**src/rtl/kfpga_config_pkg.sv**
```systemverilog
// kFPGA configuration loader shared definitions.
// Loader state encoding and the counter-width helper.
package kfpga_config_pkg;

    typedef enum logic [2:0] {
        IDLE,
        CLEAR,
        LOAD,
        VERIFY,
        DONE,
        ERROR
    } state_e;

    // Width of a counter that must hold the values 0..n inclusive.
    function automatic int cnt_width(input int n);
        return $clog2(n + 1);
    endfunction

endpackage

```
**src/rtl/kfpga_config_chain_checker.sv**
```systemverilog
// Per-chain readback checker: counts ones shifted in during load and
// ones seen at the chain tail during recirculation, and compares them.
// Ports: clock/reset; clear zeroes both counters; load_en/load_bit count
// loaded bits; rb_en counts tail_bit; tail_err flags a 1 at the tail
// during load; mismatch flags differing counts.
module kfpga_config_chain_checker
    import kfpga_config_pkg::*;
#(
    parameter int CHAIN_LENGTH = 1024
) (
    input  logic clock,
    input  logic reset,
    input  logic clear,
    input  logic load_en,
    input  logic load_bit,
    input  logic rb_en,
    input  logic tail_bit,
    output logic tail_err,
    output logic mismatch
);

    localparam int CW = cnt_width(CHAIN_LENGTH);

    logic [CW-1:0] load_ones_q, load_ones_d;
    logic [CW-1:0] rb_ones_q, rb_ones_d;

    always_comb begin
        load_ones_d = load_ones_q;
        rb_ones_d   = rb_ones_q;
        if (clear) begin
            load_ones_d = '0;
            rb_ones_d   = '0;
        end else begin
            if (load_en) load_ones_d = load_ones_q + CW'(load_bit);
            if (rb_en)   rb_ones_d   = rb_ones_q + CW'(tail_bit);
        end
    end

    always_ff @(posedge clock) begin
        if (reset) begin
            load_ones_q <= '0;
            rb_ones_q   <= '0;
        end else begin
            load_ones_q <= load_ones_d;
            rb_ones_q   <= rb_ones_d;
        end
    end

    // A cleared chain of the right length only ever shifts out zeros
    // while the new bitstream is being pushed in.
    assign tail_err = load_en && tail_bit;
    assign mismatch = (load_ones_q != rb_ones_q);

endmodule

```
**src/rtl/kfpga_config_loader.sv**
```systemverilog
// Bitstream loader for CHAINS parallel kFPGA config chains: clears the
// fabric, shifts CHAIN_LENGTH slices from a valid/ready stream, releases.
// Ports: clock, reset (sync, active-high), start/abort pulses;
// bs_data/bs_valid/bs_ready stream in; config_data/config_enable/
// config_nreset to the core; chain_tail readback; busy/done/error/bit_count.
// Optional macro KFPGA_CONFIG_READBACK_EN adds VERIFY/ERROR readback.
module kfpga_config_loader
    import kfpga_config_pkg::*;
#(
    parameter int CHAINS       = 4,
    parameter int CHAIN_LENGTH = 1024,
    parameter int CLEAR_CYCLES = 4
) (
    input  logic                                clock,
    input  logic                                reset,
    input  logic                                start,
    input  logic                                abort,
    input  logic [CHAINS-1:0]                   bs_data,
    input  logic                                bs_valid,
    output logic                                bs_ready,
    output logic [CHAINS-1:0]                   config_data,
    output logic                                config_enable,
    output logic                                config_nreset,
    input  logic [CHAINS-1:0]                   chain_tail,
    output logic                                busy,
    output logic                                done,
    output logic                                error,
    output logic [cnt_width(CHAIN_LENGTH)-1:0]  bit_count
);

    localparam int CW  = cnt_width(CHAIN_LENGTH);
    localparam int CLW = cnt_width(CLEAR_CYCLES);
    localparam logic [CW-1:0]  LEN      = CW'(CHAIN_LENGTH);
    localparam logic [CLW-1:0] CLR_LAST = CLW'(CLEAR_CYCLES - 1);

    state_e              state_q, state_d;
    logic [CLW-1:0]      clr_cnt_q, clr_cnt_d;
    logic [CW-1:0]       bit_count_q, bit_count_d;
    logic [CHAINS-1:0]   data_q, data_d;
    logic                en_q, en_d;
    logic                ready_q, ready_d;
    logic                nreset_q, nreset_d;
    logic                busy_q, busy_d;
    logic                done_q, done_d;
    logic                handshake;

`ifdef KFPGA_CONFIG_READBACK_EN
    logic [CW-1:0]       rb_cnt_q, rb_cnt_d;
    logic                error_q, error_d;
    logic [CHAINS-1:0]   tail_err;
    logic [CHAINS-1:0]   mismatch;

    for (genvar i = 0; i < CHAINS; i++) begin : g_chk
        kfpga_config_chain_checker #(
            .CHAIN_LENGTH(CHAIN_LENGTH)
        ) u_chk (
            .clock    (clock),
            .reset    (reset),
            .clear    (state_q == CLEAR),
            .load_en  ((state_q == LOAD) && en_q),
            .load_bit (data_q[i]),
            .rb_en    ((state_q == VERIFY) && en_q),
            .tail_bit (chain_tail[i]),
            .tail_err (tail_err[i]),
            .mismatch (mismatch[i])
        );
    end
`else
    logic unused_tail;
    assign unused_tail = ^chain_tail;
`endif

    assign handshake = bs_valid && ready_q;

    always_comb begin
        state_d     = state_q;
        clr_cnt_d   = clr_cnt_q;
        bit_count_d = bit_count_q;
        data_d      = data_q;
        en_d        = 1'b0;
`ifdef KFPGA_CONFIG_READBACK_EN
        rb_cnt_d    = rb_cnt_q;
`endif
        unique case (state_q)
            IDLE: if (start) state_d = CLEAR;
            CLEAR: begin
                if (abort)                       state_d = IDLE;
                else if (clr_cnt_q == CLR_LAST) state_d = LOAD;
                else                             clr_cnt_d = clr_cnt_q + 1'b1;
            end
            LOAD: begin
                if (abort) begin
                    state_d = IDLE;
                end else begin
                    if (handshake) begin
                        data_d      = bs_data;
                        en_d        = 1'b1;
                        bit_count_d = (bit_count_q == LEN) ? LEN
                                                           : bit_count_q + 1'b1;
                    end
                    // en_q with a full count marks the last shift pulse.
`ifdef KFPGA_CONFIG_READBACK_EN
                    if (en_q && |tail_err)
                        state_d = ERROR;
                    else if (en_q && bit_count_q == LEN)
                        state_d = VERIFY;
`else
                    if (en_q && bit_count_q == LEN)
                        state_d = DONE;
`endif
                end
            end
`ifdef KFPGA_CONFIG_READBACK_EN
            VERIFY: begin
                if (abort)                  state_d = IDLE;
                else if (rb_cnt_q == LEN)   state_d = |mismatch ? ERROR : DONE;
                else                        rb_cnt_d = rb_cnt_q + 1'b1;
            end
            ERROR: begin
                if (abort)      state_d = IDLE;
                else if (start) state_d = CLEAR;
            end
`else
            VERIFY, ERROR: state_d = IDLE;
`endif
            DONE: if (start) state_d = CLEAR;
            default: state_d = IDLE;
        endcase

        if (state_d == CLEAR && state_q != CLEAR) begin
            clr_cnt_d   = '0;
            bit_count_d = '0;
        end
`ifdef KFPGA_CONFIG_READBACK_EN
        // Recirculate for exactly CHAIN_LENGTH cycles, starting on entry.
        if (state_d == VERIFY) begin
            if (state_q != VERIFY) rb_cnt_d = '0;
            en_d = (rb_cnt_d < LEN);
        end
`endif
    end

    // Outputs are registered from the next state so they line up with it.
    assign ready_d  = (state_d == LOAD) && (bit_count_d < LEN);
    assign nreset_d = (state_d == LOAD) || (state_d == VERIFY) ||
                      (state_d == DONE);
    assign busy_d   = (state_d == CLEAR) || (state_d == LOAD) ||
                      (state_d == VERIFY);
    assign done_d   = (state_d == DONE);

    always_ff @(posedge clock) begin
        if (reset) begin
            state_q     <= IDLE;
            clr_cnt_q   <= '0;
            bit_count_q <= '0;
            data_q      <= '0;
            en_q        <= 1'b0;
            ready_q     <= 1'b0;
            nreset_q    <= 1'b0;
            busy_q      <= 1'b0;
            done_q      <= 1'b0;
        end else begin
            state_q     <= state_d;
            clr_cnt_q   <= clr_cnt_d;
            bit_count_q <= bit_count_d;
            data_q      <= data_d;
            en_q        <= en_d;
            ready_q     <= ready_d;
            nreset_q    <= nreset_d;
            busy_q      <= busy_d;
            done_q      <= done_d;
        end
    end

`ifdef KFPGA_CONFIG_READBACK_EN
    assign error_d = (state_d == ERROR);

    always_ff @(posedge clock) begin
        if (reset) begin
            rb_cnt_q <= '0;
            error_q  <= 1'b0;
        end else begin
            rb_cnt_q <= rb_cnt_d;
            error_q  <= error_d;
        end
    end

    // The tail feeds straight back to the head so the ring is exactly
    // CHAIN_LENGTH long and the contents come back unchanged.
    assign config_data = (state_q == VERIFY) ? chain_tail : data_q;
    assign error       = error_q;
`else
    assign config_data = data_q;
    assign error       = 1'b0;
`endif

    assign bs_ready      = ready_q;
    assign config_enable = en_q;
    assign config_nreset = nreset_q;
    assign busy          = busy_q;
    assign done          = done_q;
    assign bit_count     = bit_count_q;

endmodule

```
**config.mk**
```make
export PLATFORM = sky130hd
export DESIGN_NAME = kfpga_config_loader
export DESIGN_NICKNAME = d
export VERILOG_FILES = /design/src/rtl/kfpga_config_pkg.sv /design/src/rtl/kfpga_config_chain_checker.sv /design/src/rtl/kfpga_config_loader.sv
export SDC_FILE = /design/constraint.sdc
export NUM_CORES = 1
export LEC_CHECK = 0
export BUFFER_PORTS_ARGS = -buffer_cell sky130_fd_sc_hd__buf_4
export CORE_MARGIN = 4
export CORE_UTILIZATION = 27
export DETAILED_ROUTE_END_ITERATION = 8
export GPL_ROUTABILITY_DRIVEN = 0
export SLEW_MARGIN = 0
export SYNTH_ARGS = -nofsm -noshare
export SYNTH_HDL_FRONTEND = slang
export SYNTH_SLANG_ARGS = --single-unit
```
**constraint.sdc**
```tcl
create_clock -name clock -period 2.1 [get_ports clock]
set_input_delay 0.315 -clock clock [delete_from_list [all_inputs] [get_ports clock]]
set_output_delay 0.315 -clock clock [all_outputs]
set_load 0.03 [all_outputs]
```
==> metrics.md, run 1 <==
| Metric | Value |
|---|---|
| Grt ovf | 0 |
| First drt pass iteration count | 4 |
| ANT nets after route | 0 |
| Reg2Reg Depth | 4 |
| WHS Endpoint | config_data[2] |
| Area of the core | about 4100 µm² |
| CP startpoint kind | flip-flop |
| Worst vdd ir | ~0.32 mV |
| Vias in the first global route | roughly 860 |
| Vias per cell | between 4 and 5 |
| First-pass GRT wire length | 4150 µm |
| Crit Path Class | flip-flop to flip-flop |
| Crit. End Element | flip-flop |
| Most frequent cells in the layout | 31 x buf_4, 26 x dfxtp_1, 18 x nor2_1 |
| Util after Layout | 0.367 |
| Max-cap violations | 0 |
| Post-synth EDFFs | 0 |
| I/O Buffers | 28 |
| Warnings, synthesis | 0 |
| Die area | 5410 µm² |
| Worst hold slack | ~0.28 ns |
| Netlist cell types | 36 |
| Commonest non-fill, non-tap cell in the layout | buf_4 |
| TritonCTS buffer count | 3 |
| Slew @ Worst Pin | approximately 0.54 ns |
| Clk sinks | 26 |
| Net Count, Synth | 150 |
| Row count | 23 |
| Pwr/cell area | between 600 and 700 nW/µm² |
| Setup_tns | 0 ns |
| Place WS | 0.294 ns |
| Resized cells post-CTS | 0 |
| Worst hold start | bs_data[2] |
| GR Util met1 | 0.143 |
| Area post-placement | roughly 1400 µm² |
| Worst-path cell chain | or4b_4 > nor4_1 > xor2_1 > nor2b_1 |
| Min Tclk post-route | approximately 1.8 ns |
| Setup Fix Bufs, Post-CTS | 0 |
| Most Crowded Layer GR | met1 |
| Initial antenna violation count | 0 |
| ANT cells | 0 |
| Total power | about 960 µW |
| Max clock buf depth | 2 |
| Final setup violation count | 0 |
| Status | completed |
| CP Max Fanout | 11 |
| Die W | roughly 74 µm |
| Slowest-stage cell, CP | or4b_4 |
| Sequential fraction of the synthesis area | 0.448 |
| Final Max Slew Viols | 0 |
| All-layer global routing usage | 0.0970 |
| Layout area overhead | 29.0% |
| Grt met2 use | 0.139 |
| Die height | about 74 µm |
| Pleak | 0.574 nW |
| Fin cells | ~210 |
| Reg2Reg Setup Slack | approximately 0.35 ns |
| Cell count after placement | 209 |
| Endpoints failing hold | 0 |
| Clk pin slew, worst setup/hold paths | about 0.09 ns |
| Post-synthesis cell area | approximately 1200 µm² |
| R2r endpoint | bit_count[10] |
| Vias post-DR | 1001 |
| FILL cells | 451 |
| Crit Reg-Reg Startpoint | state_q[2] |
| Largest net degree at the start of global routing | 16 |
| Skew-Pair Late Insertion Delay | 0.27 ns |
| H-tree levels | 1 |
| Area of the multi-input gates | ~590 µm² |
| Worst hold path class | primary input to flip-flop |
| Final Cell Area | about 1500 µm² |
| Delay-heaviest family, CP | simple AND/OR/NAND/NOR gates |
| Post-synth ARST share | 0 |
| WL/cell | about 12 µm |
| Max-slew headroom at the worst pin | 0.638 |
| Fin nets | 181 |
| Initial Utilization | 0.284 |
| GR Util met3 | 0.0260 |
| F_max | between 500 and 600 MHz |
| RSZ-0062 raised after global routing | no |
| FF/Latch Area | around 520 µm² |
| Post-DP HPWL | ~1900 µm |
| Hold buffers post-CTS | 0 |
| Worst path required time | 2.31 ns |
| CP bufs+invs | 0 |
| DRC | 0 |
| Max incr delay on CP | ~0.63 ns |
| Synth Instances | between 100 and 150 |
| Hold path depth | 3 |
| Fin Clk Skew | approximately 0.0092 ns |
| TritonCTS clock tree | yes |
| Tcrit/Tclk final | 0.834 |
| 1st-iter DRT viols | 41 |
| Synth Register Bits | 26 |
| Routed WL | between 2000 and 3000 µm |
| Layout cells sized above 1 | 0.239 |
| Ys flop type | dfxtp_1 |
| Crit path DAT | a little under 2 ns |
| Syn avg cell area | 8.73 µm² |
| Root buffer cell | clkbuf_8 |
| Final WS setup | 0.349 ns |
| Top Ports | 34 |
==> report_power, final <==
group / switching, mW / internal (mW)
combinational: 0.0261 / 0.0224
clock: 0.157 / 0.255
sequential: 0.00342 / 0.497
total: 0.186 / 0.774
==> cell usage after synthesis (all sizes together) (2+ instances only) <==
cell type / number / share of area
nand3: 5 / 0.022
xnor2: 9 / 0.068
dfxtp: 26 / 0.45
a21oi: 7 / 0.030
inv: 5 / 0.016
nor3: 7 / 0.030
nor2: 18 / 0.058
buf: 2 / 0.016
clkbuf: 3 / 0.0097
nor2b: 2 / 0.011
ha: 4 / 0.043
nor4b: 2 / 0.015
a21o: 2 / 0.014
nand2: 13 / 0.042
nor4: 6 / 0.032
nand4: 4 / 0.022
==> worst max path at each step <==
stage          startpoint       endpoint  slack [ns]  cells past startpoint
3_5_place_dp        abort       bs_ready        0.29                      5
5_1_grt        state_q[2]       bs_ready        0.19                      4
2_1_floorplan  state_q[2]   bit_count[2]        0.46                      5
3_3_place_gp        abort       bs_ready        0.28                      5
6_report       state_q[2]  bit_count[10]        0.35                      4
4_1_cts        state_q[2]       bs_ready        0.35                      4
==> registers in the layout, indices dropped and copies added (netlist names) <==
signal,cells
bs_ready,1
config_enable,1
clr_cnt_q,3
state_q,3
bit_count,11
config_data,4
done,1
config_nreset,1
busy,1
==> metal layers <==
layer,vias to the layer above,share of wire
met1,463,0.49
met4,0,0.0044
met2,20,0.44
met3,2,0.063
li1,516,-
met5,-,0
==> cell families (layout without fill, tap and decap cells) <==
logic type               Yosys count  after routing  share of synthesized area
AND/OR/NAND/NOR                   67             67                      0.303
multiplexers                       1              1                    0.00862
adder cells (fa/ha/maj)            4              4                     0.0431
flip-flops                        26             26                      0.448
XOR/XNOR                          10             10                     0.0754
buffers and inverters             10             40                     0.0420
AO/OA/AOI/OAI                     14             14                     0.0765
other                              1              1                    0.00323
==> final cells by class <==
type	instances	area share
multi-input combinational	97	0.395
sequential	26	0.348
timing repair buffer	31	0.155
tap	50	0.0418
clock buffer	3	0.0276
clock inverter	1	0.0201
inverter	5	0.0125
==> worst register-to-register path, delay by kind of cell (launching register included) <==
kind / cells / cell delay (ns)
and+or+nand+nor: 3 / 1.13
DFF: 1 / 0.35
xor gates and xnor gates: 1 / 0.20
(Power assumes the default switching activity.)
==> inputs of run 2 (changes only) <==
--- a/config.mk
+++ b/config.mk
@@ -5,6 +5,7 @@
 export SDC_FILE = /design/constraint.sdc
 export NUM_CORES = 1
 export LEC_CHECK = 0
+export ABC_AREA = 1
 export BUFFER_PORTS_ARGS = -buffer_cell sky130_fd_sc_hd__buf_4
 export CORE_MARGIN = 4
 export CORE_UTILIZATION = 27
==> constraint.sdc (replaced) <==
create_clock -name clock -period 1.8 [get_ports clock]
set_input_delay 0.27 -clock clock [delete_from_list [all_inputs] [get_ports clock]]
set_output_delay 0.27 -clock clock [all_outputs]
set_load 0.03 [all_outputs]
==> run 2 against run 1 <==
Effect of this change:
- wire length is 12% higher
- clock power fell by 9.5%
- die area rose by 10%
- register-to-register slack got worse by 0.07 ns
- critical path depth increased by 4
- maximum frequency is 15% higher
- global-route usage hardly changed
- sequential share of layout area shrank 2.3 points
- critical path type unchanged
- largest cell class unchanged
==> metrics.md, run 2 <==
| Metric | Value |
|---|---|
| Status | completed |
| 1st-iter DRT viols | 45 |
| Endpoints failing hold | 0 |
| Pwr/cell area | roughly 630 nW/µm² |
| Routed WL | 2810 µm |
| Worst path most repeated cell | nor2_1 |
| Vias post-DR | approximately 1200 |
| Post-synth EDFFs | 0 |
| H-tree levels | 1 |
| Post-synthesis cell area | around 1300 µm² |
| WL/cell | roughly 11 µm |
| Crit path DAT | between 1.5 and 2 ns |
| ANT cells | 0 |
| Resized cells post-CTS | 0 |
| Reg2Reg Depth | 8 |
| Worst hold path class | primary input to flip-flop |
| TritonCTS clock tree | yes |
| Largest net degree at the start of global routing | 16 |
| ANT nets after route | 0 |
| Die area | between 5000 and 6000 µm² |
| Final setup violation count | 0 |
| Clk pin slew, worst setup/hold paths | around 0.090 ns |
| Max incr delay on CP | ~0.45 ns |
| Warnings, synthesis | 0 |
| I/O Buffers | 28 |
| Crit. End Element | flip-flop |
| Max clock buf depth | 2 |
| Most frequent cells in the layout | 43 x nand2_1, 30 x buf_4, 29 x nor2_1 |
| Root buffer cell | clkbuf_8 |
| Worst vdd ir | 0.513 mV |
| Setup_tns | 0 ns |
| Synth Register Bits | 26 |
| Slowest-stage cell, CP | dfxtp_1 |
| Layout cells sized above 1 | 0.219 |
| Top cells by area, synth | dfxtp_1 40%, nand2_1 12%, nor2_1 8.4% |
| Most frequent cells after synthesis | 43 x nand2_1, 29 x nor2_1, 26 x dfxtp_1 |
| DRC | 0 |
| FILL cells | roughly 500 |
| Worst path required time | approximately 2.0 ns |
| Tcrit/Tclk final | 0.843 |
| Top Ports | 34 |
| Clk sinks | 26 |
| Sequential fraction of the synthesis area | 0.403 |
| Max-cap violations | 0 |
| RSZ-0062 raised after global routing | no |
| Worst-path cell chain | ha_1 > inv_1 > nor2_2 > nand2_1 > nor2_1 > nand3_1 > a21oi_1 > nor2_1 |
| Crit Path Class | flip-flop to flip-flop |
| Hold buffers post-CTS | 0 |
| Slew @ Worst Pin | about 0.56 ns |
| Most frequent cell after synthesis | nand2_1 |
| Fin nets | roughly 230 |
| Netlist cell types | 27 |
| Top cell type by total area after synthesis | dfxtp_1 |
| Setup Fix Bufs, Post-CTS | 0 |
| CP startpoint kind | flip-flop |
| Fin Clk Skew | 0.00171 ns |
| Util after Layout | 0.356 |
| Net Count, Synth | 202 |
| Synth Instances | 185 |
| Hold path depth | 2 |
| First-pass GRT wire length | roughly 4800 µm |
| Initial Utilization | 0.287 |
| Vias in the first global route | around 1100 |
| TritonCTS buffer count | 3 |
| FF/Latch Area | 520 µm² |
| CP Max Fanout | 6 |
| Grt ovf | 0 |
| Area of the core | ~4500 µm² |
| Skew-Pair Late Insertion Delay | 0.26 ns |
| Post-DP HPWL | between 2000 and 2500 µm |
| Die W | around 77 µm |
| Min Tclk post-route | 1.52 ns |
| Commonest non-fill, non-tap cell in the layout | nand2_1 |
| Final Max Slew Viols | 0 |
| Post-synth ARST share | 0 |
| F_max | roughly 660 MHz |
| Max-slew headroom at the worst pin | 0.624 |
| Syn avg cell area | 6.99 µm² |
| First drt pass iteration count | 4 |
| Ys flop type | dfxtp_1 |
| Vias per cell | approximately 4.4 |
| Die height | between 70 and 80 µm |
| Share of the synthesized area in the top cell type | 0.403 |
| Area of the multi-input gates | approximately 650 µm² |
| Layout area overhead | 24.0% |
| Initial antenna violation count | 0 |
| All-layer global routing usage | 0.0969 |
| Max reg flops | 11 |
| Row count | 24 |
| Pleak | between 0.7 and 0.8 nW |
run 2: power by group:
part / leakage [nW] / total (mW) / switching, mW / internal [mW]
Sequential: 0.210 / 0.580 / 0.00172 / 0.579
Combinational: 0.491 / 0.0567 / 0.0347 / 0.0220
Clock: 0.0288 / 0.373 / 0.177 / 0.195
Total: 0.730 / 1.01 / 0.214 / 0.796
run 2: metal layers:
metal / wire, µm / vias to the layer above / part of all wire / global-route usage
met5: 0 / - / 0 / 0
met4: 19 / 0 / 0.0068 / 0.0231
met3: 167 / 2 / 0.059 / 0.0351
met2: 1240 / 23 / 0.44 / 0.160
met1: 1390 / 529 / 0.49 / 0.120
li1: - / 634 / - / -
run 2: cell type report:
class | instances | share of cell area
Clock buffer | 4 | 0.0343
Inverter | 24 | 0.0562
Multi-Input combinational cell | 131 | 0.404
Sequential cell | 26 | 0.325
Tap cell | 52 | 0.0406
Timing Repair Buffer | 30 | 0.141
run 2: cells by family after synthesis:
logic type,share of synthesized area
compound gates,0.0697
xor+xnor,0.0136
fa+ha+maj,0.0387
buf+inv,0.0968
flops,0.403
other cells,0.00290
simple gates,0.376
run 2: through the flow:
stage	power, mW	hold slack [ns]	setup slack, ns	std cells	instance area, µm²
4_1_cts	1.03	0.165	0.278	267	1600
6_report	1.01	0.171	0.282	267	1600
3_3_place_gp	0.651	0.455	0.322	263	1550
5_1_grt	1.06	0.162	0.0836	267	1600
3_5_place_dp	0.652	0.456	0.302	263	1550
2_1_floorplan	0.626	0.342	0.273	185	1290
run 2: path summary, 6_finish.rpt:
kind                                   start            end  slack (ns)
worst max register to register  bit_count[0]       bs_ready        0.28
worst min-delay path                   reset  config_enable        0.17
worst max-delay path            bit_count[0]       bs_ready        0.28
worst min register to register  clr_cnt_q[2]   clr_cnt_q[2]        0.47
run 2: critical path, delay by kind of cell, from the launching register on:
kind	cells	cell delay [ns]
and+or+nand+nor	5	0.48
DFF	1	0.45
AOI/OAI and AO/OA	1	0.15
buffers and inverters	1	0.09
adders and majority gates	1	0.24
